==> src/rtl/write_buffer_if.sv <==
// write_buffer_if
//   Bus bundle for the write-back buffer. It carries the eviction push
//   handshake, the drain port to main memory, the miss-path lookup port and
//   the occupancy status.
//   slave  : the buffer's view. It receives push, mem_ready and lookup, and
//            drives the drain, lookup result and status signals.
//   master : the view of the cache controller / memory side.
interface write_buffer_if #(
    parameter int unsigned BLOCK_SIZE = 256,
    parameter int unsigned ADDR_WIDTH = 16,
    parameter int unsigned DEPTH      = 4
);
    localparam int unsigned CNT_W = $clog2(DEPTH) + 1;

    logic                  in_valid;
    logic [ADDR_WIDTH-1:0] in_addr;
    logic [BLOCK_SIZE-1:0] in_block;
    logic                  in_ready;
    logic                  mem_ready;
    logic                  mem_we;
    logic [ADDR_WIDTH-1:0] mem_w_addr;
    logic [BLOCK_SIZE-1:0] mem_block;
    logic [ADDR_WIDTH-1:0] lk_addr;
    logic                  lk_hit;
    logic [BLOCK_SIZE-1:0] lk_block;
    logic                  full;
    logic                  empty;
    logic [CNT_W-1:0]      count;

    modport slave (
        input  in_valid, in_addr, in_block, mem_ready, lk_addr,
        output in_ready, mem_we, mem_w_addr, mem_block, lk_hit, lk_block,
               full, empty, count
    );

    modport master (
        output in_valid, in_addr, in_block, mem_ready, lk_addr,
        input  in_ready, mem_we, mem_w_addr, mem_block, lk_hit, lk_block,
               full, empty, count
    );
endinterface

==> src/rtl/write_buffer.sv <==
// write_buffer
//   Write-back buffer between the cache controller and main memory. It holds
//   up to DEPTH evicted dirty blocks in a circular FIFO. Repeat writes to an
//   address that is already pending are coalesced in place. Entries drain in
//   FIFO order to the memory write port.
//   Ports:
//     clk  - clock
//     rst  - synchronous, active-high reset; discards all pending entries
//     bus  - write_buffer_if.slave:
//            in_valid/in_addr/in_block/in_ready  eviction push handshake
//            mem_ready/mem_we/mem_w_addr/mem_block  drain to main memory
//            lk_addr/lk_hit/lk_block  combinational miss-path lookup
//            full/empty/count  occupancy (full feeds memory fifo_full)
module write_buffer #(
    parameter int unsigned BLOCK_SIZE = 256,
    parameter int unsigned ADDR_WIDTH = 16,
    parameter int unsigned DEPTH      = 4
) (
    input  logic           clk,
    input  logic           rst,
    write_buffer_if.slave  bus
);
    localparam int unsigned PTR_W = $clog2(DEPTH);
    localparam int unsigned CNT_W = PTR_W + 1;

    logic [DEPTH-1:0]      r_valid;
    logic [ADDR_WIDTH-1:0] r_addr [DEPTH];
    logic [BLOCK_SIZE-1:0] r_data [DEPTH];
    logic [PTR_W-1:0]      r_head;
    logic [PTR_W-1:0]      r_tail;
    logic [CNT_W-1:0]      r_count;

    logic                  w_full;
    logic                  w_empty;
    logic                  w_match;
    logic [PTR_W-1:0]      w_match_idx;
    logic                  w_lk_hit;
    logic [BLOCK_SIZE-1:0] w_lk_block;
    logic                  w_pop;
    logic                  w_push;
    logic                  w_overwrite;
    logic                  w_alloc;

    assign w_full  = (r_count == CNT_W'(DEPTH));
    assign w_empty = (r_count == '0);

    // Valid addresses are pairwise distinct, so at most one entry matches
    // each of in_addr and lk_addr.
    always_comb begin
        w_match     = 1'b0;
        w_match_idx = '0;
        w_lk_hit    = 1'b0;
        w_lk_block  = '0;
        for (int unsigned i = 0; i < DEPTH; i++) begin
            if (r_valid[i] && (r_addr[i] == bus.in_addr)) begin
                w_match     = 1'b1;
                w_match_idx = PTR_W'(i);
            end
            if (r_valid[i] && (r_addr[i] == bus.lk_addr)) begin
                w_lk_hit   = 1'b1;
                w_lk_block = r_data[i];
            end
        end
    end

    assign w_pop  = !w_empty && bus.mem_ready;
    // A full buffer accepts only coalescing pushes. in_ready does not
    // depend on mem_ready.
    assign w_push = bus.in_valid && (!w_full || w_match);
    // If the head matches but is leaving this cycle, the old data still goes
    // out. The new data is queued behind everything else.
    assign w_overwrite = w_push && w_match && !((w_match_idx == r_head) && w_pop);
    assign w_alloc     = w_push && !w_overwrite;

    always_ff @(posedge clk) begin
        if (rst) begin
            r_valid <= '0;
            r_head  <= '0;
            r_tail  <= '0;
            r_count <= '0;
        end else begin
            if (w_pop) begin
                r_valid[r_head] <= 1'b0;
                r_head          <= r_head + PTR_W'(1);
            end
            if (w_overwrite) begin
                r_data[w_match_idx] <= bus.in_block;
            end
            // When full, tail equals head. An allocate during a head pop
            // reuses that slot, so this set must come after the pop's clear.
            if (w_alloc) begin
                r_valid[r_tail] <= 1'b1;
                r_addr[r_tail]  <= bus.in_addr;
                r_data[r_tail]  <= bus.in_block;
                r_tail          <= r_tail + PTR_W'(1);
            end
            case ({w_alloc, w_pop})
                2'b10:   r_count <= r_count + CNT_W'(1);
                2'b01:   r_count <= r_count - CNT_W'(1);
                default: r_count <= r_count;
            endcase
        end
    end

    assign bus.in_ready   = !w_full || w_match;
    assign bus.mem_we     = !w_empty;
    assign bus.mem_w_addr = w_empty ? '0 : r_addr[r_head];
    assign bus.mem_block  = w_empty ? '0 : r_data[r_head];
    assign bus.lk_hit     = w_lk_hit;
    assign bus.lk_block   = w_lk_block;
    assign bus.full       = w_full;
    assign bus.empty      = w_empty;
    assign bus.count      = r_count;
endmodule
==> src/flat_wrapper.sv <==
// flat-port wrapper written by rule: the top's interface ports become plain ports
module write_buffer_flat 
#(
    parameter int unsigned BLOCK_SIZE = 256,
    parameter int unsigned ADDR_WIDTH = 16,
    parameter int unsigned DEPTH      = 4
)
  (clk, rst, bus_in_valid, bus_in_addr, bus_in_block, bus_mem_ready, bus_lk_addr, bus_in_ready, bus_mem_we, bus_mem_w_addr, bus_mem_block, bus_lk_hit, bus_lk_block, bus_full, bus_empty, bus_count);
  write_buffer_if #(.BLOCK_SIZE(BLOCK_SIZE), .ADDR_WIDTH(ADDR_WIDTH), .DEPTH(DEPTH)) bus_i ();
  input  logic clk;
  input  logic rst;
  input wire logic [$bits(bus_i.in_valid)-1:0] bus_in_valid;
  input wire logic [$bits(bus_i.in_addr)-1:0] bus_in_addr;
  input wire logic [$bits(bus_i.in_block)-1:0] bus_in_block;
  input wire logic [$bits(bus_i.mem_ready)-1:0] bus_mem_ready;
  input wire logic [$bits(bus_i.lk_addr)-1:0] bus_lk_addr;
  output wire logic [$bits(bus_i.in_ready)-1:0] bus_in_ready;
  output wire logic [$bits(bus_i.mem_we)-1:0] bus_mem_we;
  output wire logic [$bits(bus_i.mem_w_addr)-1:0] bus_mem_w_addr;
  output wire logic [$bits(bus_i.mem_block)-1:0] bus_mem_block;
  output wire logic [$bits(bus_i.lk_hit)-1:0] bus_lk_hit;
  output wire logic [$bits(bus_i.lk_block)-1:0] bus_lk_block;
  output wire logic [$bits(bus_i.full)-1:0] bus_full;
  output wire logic [$bits(bus_i.empty)-1:0] bus_empty;
  output wire logic [$bits(bus_i.count)-1:0] bus_count;
  assign bus_i.in_valid = bus_in_valid;
  assign bus_i.in_addr = bus_in_addr;
  assign bus_i.in_block = bus_in_block;
  assign bus_i.mem_ready = bus_mem_ready;
  assign bus_i.lk_addr = bus_lk_addr;
  assign bus_in_ready = bus_i.in_ready;
  assign bus_mem_we = bus_i.mem_we;
  assign bus_mem_w_addr = bus_i.mem_w_addr;
  assign bus_mem_block = bus_i.mem_block;
  assign bus_lk_hit = bus_i.lk_hit;
  assign bus_lk_block = bus_i.lk_block;
  assign bus_full = bus_i.full;
  assign bus_empty = bus_i.empty;
  assign bus_count = bus_i.count;
  write_buffer #(.BLOCK_SIZE(BLOCK_SIZE), .ADDR_WIDTH(ADDR_WIDTH), .DEPTH(DEPTH)) u_core (.clk(clk), .rst(rst), .bus(bus_i));
endmodule
==> config.mk <==
export PLATFORM = sky130hd
export DESIGN_NAME = write_buffer_flat
export DESIGN_NICKNAME = d
export VERILOG_FILES = /design/src/rtl/write_buffer_if.sv /design/src/rtl/write_buffer.sv /design/src/flat_wrapper.sv
export SDC_FILE = /design/constraint.sdc
export NUM_CORES = 2
export LEC_CHECK = 0
export CORE_AREA = 2 2 324 326
export CTS_BUF_LIST = sky130_fd_sc_hd__clkbuf_4 sky130_fd_sc_hd__clkbuf_8
export DETAILED_ROUTE_END_ITERATION = 16
export DIE_AREA = 0 0 326 328
export GPL_TIMING_DRIVEN = 0
export PLACE_DENSITY = 0.75
export SETUP_SLACK_MARGIN = 0.2
export SYNTH_ARGS = -nofsm -noshare
export SYNTH_HDL_FRONTEND = slang
export SYNTH_SLANG_ARGS = --single-unit
==> constraint.sdc <==
create_clock -name clk -period 32.2 [get_ports clk]
set_input_delay 3.22 -clock clk [delete_from_list [all_inputs] [get_ports clk]]
set_output_delay 3.22 -clock clk [all_outputs]
set_load 0.005 [all_outputs]
# Yosys cells after proc, flatten, opt, wreduce, memory -nomap -nowiden
# Memories as Yosys holds them, arrays and structs flattened. A register that Yosys moved wholly into a read port is not among the register bits.
# Cells that the tools add are included.
# totals
reg_bits	11
ram_bits	1088
mem_count	2
# mem_list
name	words	width	rd	rd_clocked_by_memory_dff	write_ports	line_no	text
u_core.r_data	4	256	5	1	1	write_buffer.sv:28	logic [BLOCK_SIZE-1:0] r_data [DEPTH];
u_core.r_addr	4	16	5	1	1	write_buffer.sv:27	logic [ADDR_WIDTH-1:0] r_addr [DEPTH];
# classes
add_sub_neg	4
magnitude_cmp	4
n_eq_ne	12
mux	38
bitwise	3
reduce_logical	24
# ops
cell	count
$mux W256	6
$reduce_or A256 Y1	1
$eq A16 B16 Y1	8
$mux W1	18
$logic_and A1 B1 Y1	16
$mux W16	1
$mux W2	7
$mux W4	3
$lt A2 B3 Y1 const B	2
$pmux W3 S2	1
$add A2 B1 Y2 const B	2
$and A4 B4 Y4	1
$demux W1 S2	2
$ge A2 B1 Y1 const B	2
$logic_not A1 Y1	4
$not A4 Y4	1
$or A4 B4 Y4	1
$add A3 B1 Y3 const B	1
$eq A3 B3 Y1 const B	1
$logic_not A3 Y1	1
$sub A3 B1 Y3 const B	1
$eq A2 B1 Y1 const B	1
$eq A2 B2 Y1	1
$eq A2 B2 Y1 const B	1
other kinds (2)	2

# Longest topological paths before layout
# An unclocked memory read counts as a cell.
# depth
depth_word	18
depth_mapped	14
mapped_depth_nobuf	13

# Worst setup path before layout
# Ideal clock, no wire load.
# synth_path
path_kind	input -> register
startpoint	in bus_in_addr[1]
endpoint	mem u_core.r_data[1][0] (enable)
setup_ns	1.188
arrival_time_ns	22.455
required_ns	31.012
path_slack_ns	8.557
stages	8
n_path_buf	0
path_cell_list	xnor2_1 > inv_1 > or4_1 > or3_4 > or4b_4 > nand4_4 > a21boi_1 > nor3_1
# synth_between
elab_chain_cells	17
word_cells_on_any_way	33
# synth_rtl
item	line_no	text
start, declared	flat_wrapper.sv:13	input wire logic [$bits(bus_i.in_addr)-1:0] bus_in_addr;
$eq A16 B16 Y1	write_buffer.sv:55	if (r_valid[i] && (r_addr[i] == bus.in_addr)) begin
$logic_and A1 B1 Y1	write_buffer.sv:55	
$mux W1 (4 in a row)	write_buffer.sv:55	
$logic_or A1 B1 Y1	write_buffer.sv:69	assign w_push = bus.in_valid && (!w_full || w_match);
$logic_and A1 B1 Y1	write_buffer.sv:69	
$logic_and A1 B1 Y1 (2 in a row)	write_buffer.sv:72	assign w_overwrite = w_push && w_match && !((w_match_idx == r_head) && w_pop);
$logic_not A1 Y1	write_buffer.sv:73	assign w_alloc = w_push && !w_overwrite;
$logic_and A1 B1 Y1	write_buffer.sv:73	
$mux W1	write_buffer.sv:91	if (w_alloc) begin
$mux W1	write_buffer.sv:76	if (rst) begin
$mux W1 (not written as such)	write_buffer.sv:94	r_data[r_tail] <= bus.in_block;
$reduce_or A256 Y1 (no source line)	n/a	
$mux W2 (no source line) / $mux W1 (equally long branches)	n/a	
end, declared	write_buffer.sv:28	
# Several ways; a longest one is shown, not always the timed one.

# Worst setup path after layout
# layout_path
startpoint	in bus_lk_addr[1]
endpoint	out bus_lk_block[81]
# layout_between
elab_chain_cells	6
word_cells_on_any_way	12
# layout_rtl
item	line_no	text
start, declared	flat_wrapper.sv:16	input wire logic [$bits(bus_i.lk_addr)-1:0] bus_lk_addr;
$eq A16 B16 Y1	write_buffer.sv:59	if (r_valid[i] && (r_addr[i] == bus.lk_addr)) begin
$logic_and A1 B1 Y1	write_buffer.sv:59	
$mux W256 (3 in a row)	write_buffer.sv:59	
$mux W256 (*)	write_buffer.sv:59	
end, declared	flat_wrapper.sv:22	output wire logic [$bits(bus_i.lk_block)-1:0] bus_lk_block;
# Mark *: on every way between the ends. The rest lies on a longest branch, timed or not.

==> flow_summary.yaml <==
global_routing:
  antenna_found_initial: 44
  grt_use_total_pct: 32.13
  grt_max_degree: 23
  grt-ovfl-total: 0
  grt_pass1_wl_um: 251800
  grt_pass1_vias: 38650
routing:
  drc: 0
  antenna_left: 0
  met3RoutedLength_um: 19210
  wire_per_inst_um: 27.54
  wl_met1_um: 62100
  vias_per_cell: 6.099
  first_iter_violations: 5089
  wl_met2_um: 84430
  via_count: 39210
  wl_um: 177000
  highest_layer: "met5"
  drtPass1Iterations: 6
floorplan:
  core-area_um2: 103200
  start_util_pct: 49.65
  fp.dieH_um: 328
  die_w_um: 326
  dieArea_um2: 106900
  rows: 118
  top_level_ports: 828
clock_tree:
  post-cts-setup-buffers: 0
  cts_htree_levels: 4
  clock_path_buffers: 3
  ctsRootBufferMaster: "clkbuf_8"
  cts_resized: 0
  cts_hold_buf: 0
  cts_tree: "yes"
  clock_sinks: 1101
  clk_latency_ns: 0.87
  path_clk_slew_ns: 0.06
  cts_buffers: 179
worst_setup_path:
  crit_type: "in2out"
  cp.required_ns: 28.98
  critPathCaptureType: "output port"
  critical_path_peak_fanout: 10
  crit_top_cell: "clkbuf_1"
  start_kind: "input pin"
  arrival_ns: 8.56
  crit_buf_inv: 5
  crit_chain: "clkdlybuf4s50_1, xor2_1, nor4_1, nand4_1, nor4_1, clkbuf_1, clkbuf_1, clkbuf_1, a21oi_1, o21ai_0, clkdlybuf4s50_1"
  crit_family: "buffers and inverters"
  cpMaxStageDelayCell: "clkbuf_1"
  critPathMaxStageDelay_ns: 0.85
timing:
  hold_violations: 0
  hold-worst-slack_ns: 0.5316
  rsz0062_at_grt: "false"
  clock.fmax_mhz: 84.90
  fin_crit_sh_pct: 36.58
  setup_violations: 0
  relSlewSlack_pct: 1.174
  drv_slew: 0
  worst_slew_pin_slew_ns: 1.482
  fin_skew_ns: 0.03776
  finalCriticalPeriod_ns: 11.78
  finalSetupTns_ns: 0
finish:
  multi_input_area_um2: 17140
  area_growth_pct: 29.08
  finalNonFillerCells: 6428
  nNetsFinal: 5169
  fillers: 7591
  drive_above_1_share_pct: 13.70
  stdcell_area_um2: 66140
  final_util_pct: 64.09
  seqCellArea_um2: 32930
yosys:
  syn_area_um2: 51240
  synth_top_family_by_area: "multiplexers"
  synth_most_common_cell: "edfxtp_1"
  async_flop_share_pct: 0
  synth_fp_nets: 4084
  yosysSeqAreaShare_pct: 64.27
  synthCells: 3782
  synth_xor_area_share_pct: 2.256
  synth_commonest_cells: "edfxtp_1, nand2_1, a21oi_1"
  syn_area_per_cell_um2: 13.55
  synth_edf_count: 1088
  synth_compound_gate_area_share_pct: 7.828
  synth_cell_types: 51
  ys_seq_elements: 1101
  synth_area_leaders: "edfxtp_1, mux4_2, a21oi_1"
  muxShareOfSynthArea_pct: 11.97
  synth_ff_type: "edfxtp_1"
  yosysWarnings: 0
  synth_simple_gate_area_share_pct: 11.05
  synth.top_cell.area_share_pct: 63.76
  yosysTopAreaCell: "edfxtp_1"
  synth_fa_ha_area_share_pct: 0.2588
power_and_ir_drop:
  pwr-share-seq_pct: 40.7
  switchingPower_uw: 1184
  intPower_uw: 2954
  pwr-share-clk_pct: 28.7
  power.density_nw_per_um2: 62.55
  pwr-share-comb_pct: 30.5
  ir_drop_mv: 0.04104
  p_leak_uw: 0.02040
  power.share.switching_pct: 28.61
status:
  status: "finished clean"
worst_hold_path:
  hold_class: "reg2reg"
job:
  cap_violations: 0
placement:
  dp_hpwl_um: 127900
  io_buffers: 818
  place_inst: 6066
  finalWeightedCongestion: 0.9416
  place_area_um2: 62590
final timing paths:
| path | from | to | slack, ns | depth (start not counted) |
|---|---|---|---|---|
| setup / recovery | bus_lk_addr[1] | bus_lk_block[81] | 20.42 | 11 |
| hold / removal | u_core.bus.count[2]$_SDFFE_PP0P_ | u_core.bus.count[2]$_SDFFE_PP0P_ | 0.53 | 2 |
| setup reg to reg | u_core.r_addr[1][12]$_DFFE_PP_ | u_core.r_data[1][144]$_DFFE_PP_ | 26.57 | 17 |
| hold reg to reg | u_core.bus.count[2]$_SDFFE_PP0P_ | u_core.bus.count[2]$_SDFFE_PP0P_ | 0.53 | 2 |
final cells by class:
type / instances / area share, %
sequential: 1101 / 49.79
multi-input combinational: 2369 / 25.92
timing repair buffer: 904 / 14.47
clock buffer: 242 / 4.534
tap: 1380 / 2.610
buffer: 299 / 1.757
clock inverter: 80 / 0.6961
antenna: 40 / 0.1513
inverter: 13 / 0.07377
power groups by stage:
stage | registers, uW | clock network (uW) | logic (uW)
finish | 1690 | 1190 | 1260
global route | 1690 | 1260 | 1330
CTS | 1680 | 1200 | 1270
detailed placement | 1710 | 0 | 1260
global placement | 1780 | 0 | 1230
floorplan | 1740 | 0 | 589
cells in the final DEF (no fill, tap or decap), drive strengths merged, types with 2 or more instances in the layout:
master / count
xor2: 74
clkinvlp: 6
and3: 5
clkdlybuf4s50: 818
ha: 9
clkinv: 68
nor3: 10
nor3b: 2
buf: 172
a21oi: 518
diode: 40
nor4: 22
nand3: 266
or3: 3
and2: 272
nor2: 9
nor4b: 3
or4: 9
o21ai: 259
nand2: 536
xnor2: 58
a31o: 4
mux4: 272
and4: 3
nand4: 20
edfxtp: 1088
inv: 16
dfxtp: 13
bufinv: 3
clkbuf: 455
metal layers:
metal / GRT usage, % / vias to the layer above
met4: 19.88 / 10
met3: 7.880 / 545
met1: 40.00 / 19250
met2: 50.95 / 2787
met5: 0 / -
li1: - / 16610
flip-flops by register name, indices dropped and copies added, names as in the netlist, named ones only:
signal,flops
u_core.r_data,1024
u_core.r_addr,64
u_core.r_valid,4
u_core.bus.count,3
u_core.r_head,2
u_core.r_tail,2
per-stage QoR:
stage | setup WS [ns] | power, uW
finish | 20.42 | 4137
global route | 20.23 | 4278
CTS | 20.59 | 4150
detailed placement | 20.62 | 2974
global placement | -7.253 | 3008
floorplan | 8.557 | 2327
worst register-to-register path, cell delays in order (launching register included):
cell,delay [ns]
edfxtp_1,0.44
xnor2_1,0.34
nor4b_1,0.34
nand3_1,0.20
or3_4,0.45
or4b_4,0.57
nand4_4,0.18
a21boi_1,0.15
nor3_2,0.79
buf_8,0.25
buf_6,0.19
buf_6,0.21
buf_8,0.18
buf_6,0.19
buf_6,0.20
buf_6,0.20
buf_6,0.20
buf_4,0.24
cell families after synthesis:
| logic type | count (synthesis) |
|---|---|
| mux | 273 |
| compound gates | 789 |
| flops | 1101 |
| buf+inv | 312 |
| fa+ha+maj | 10 |
| xor+xnor | 132 |
| simple gates | 1165 |
Power figures use the tool's default switching activity.
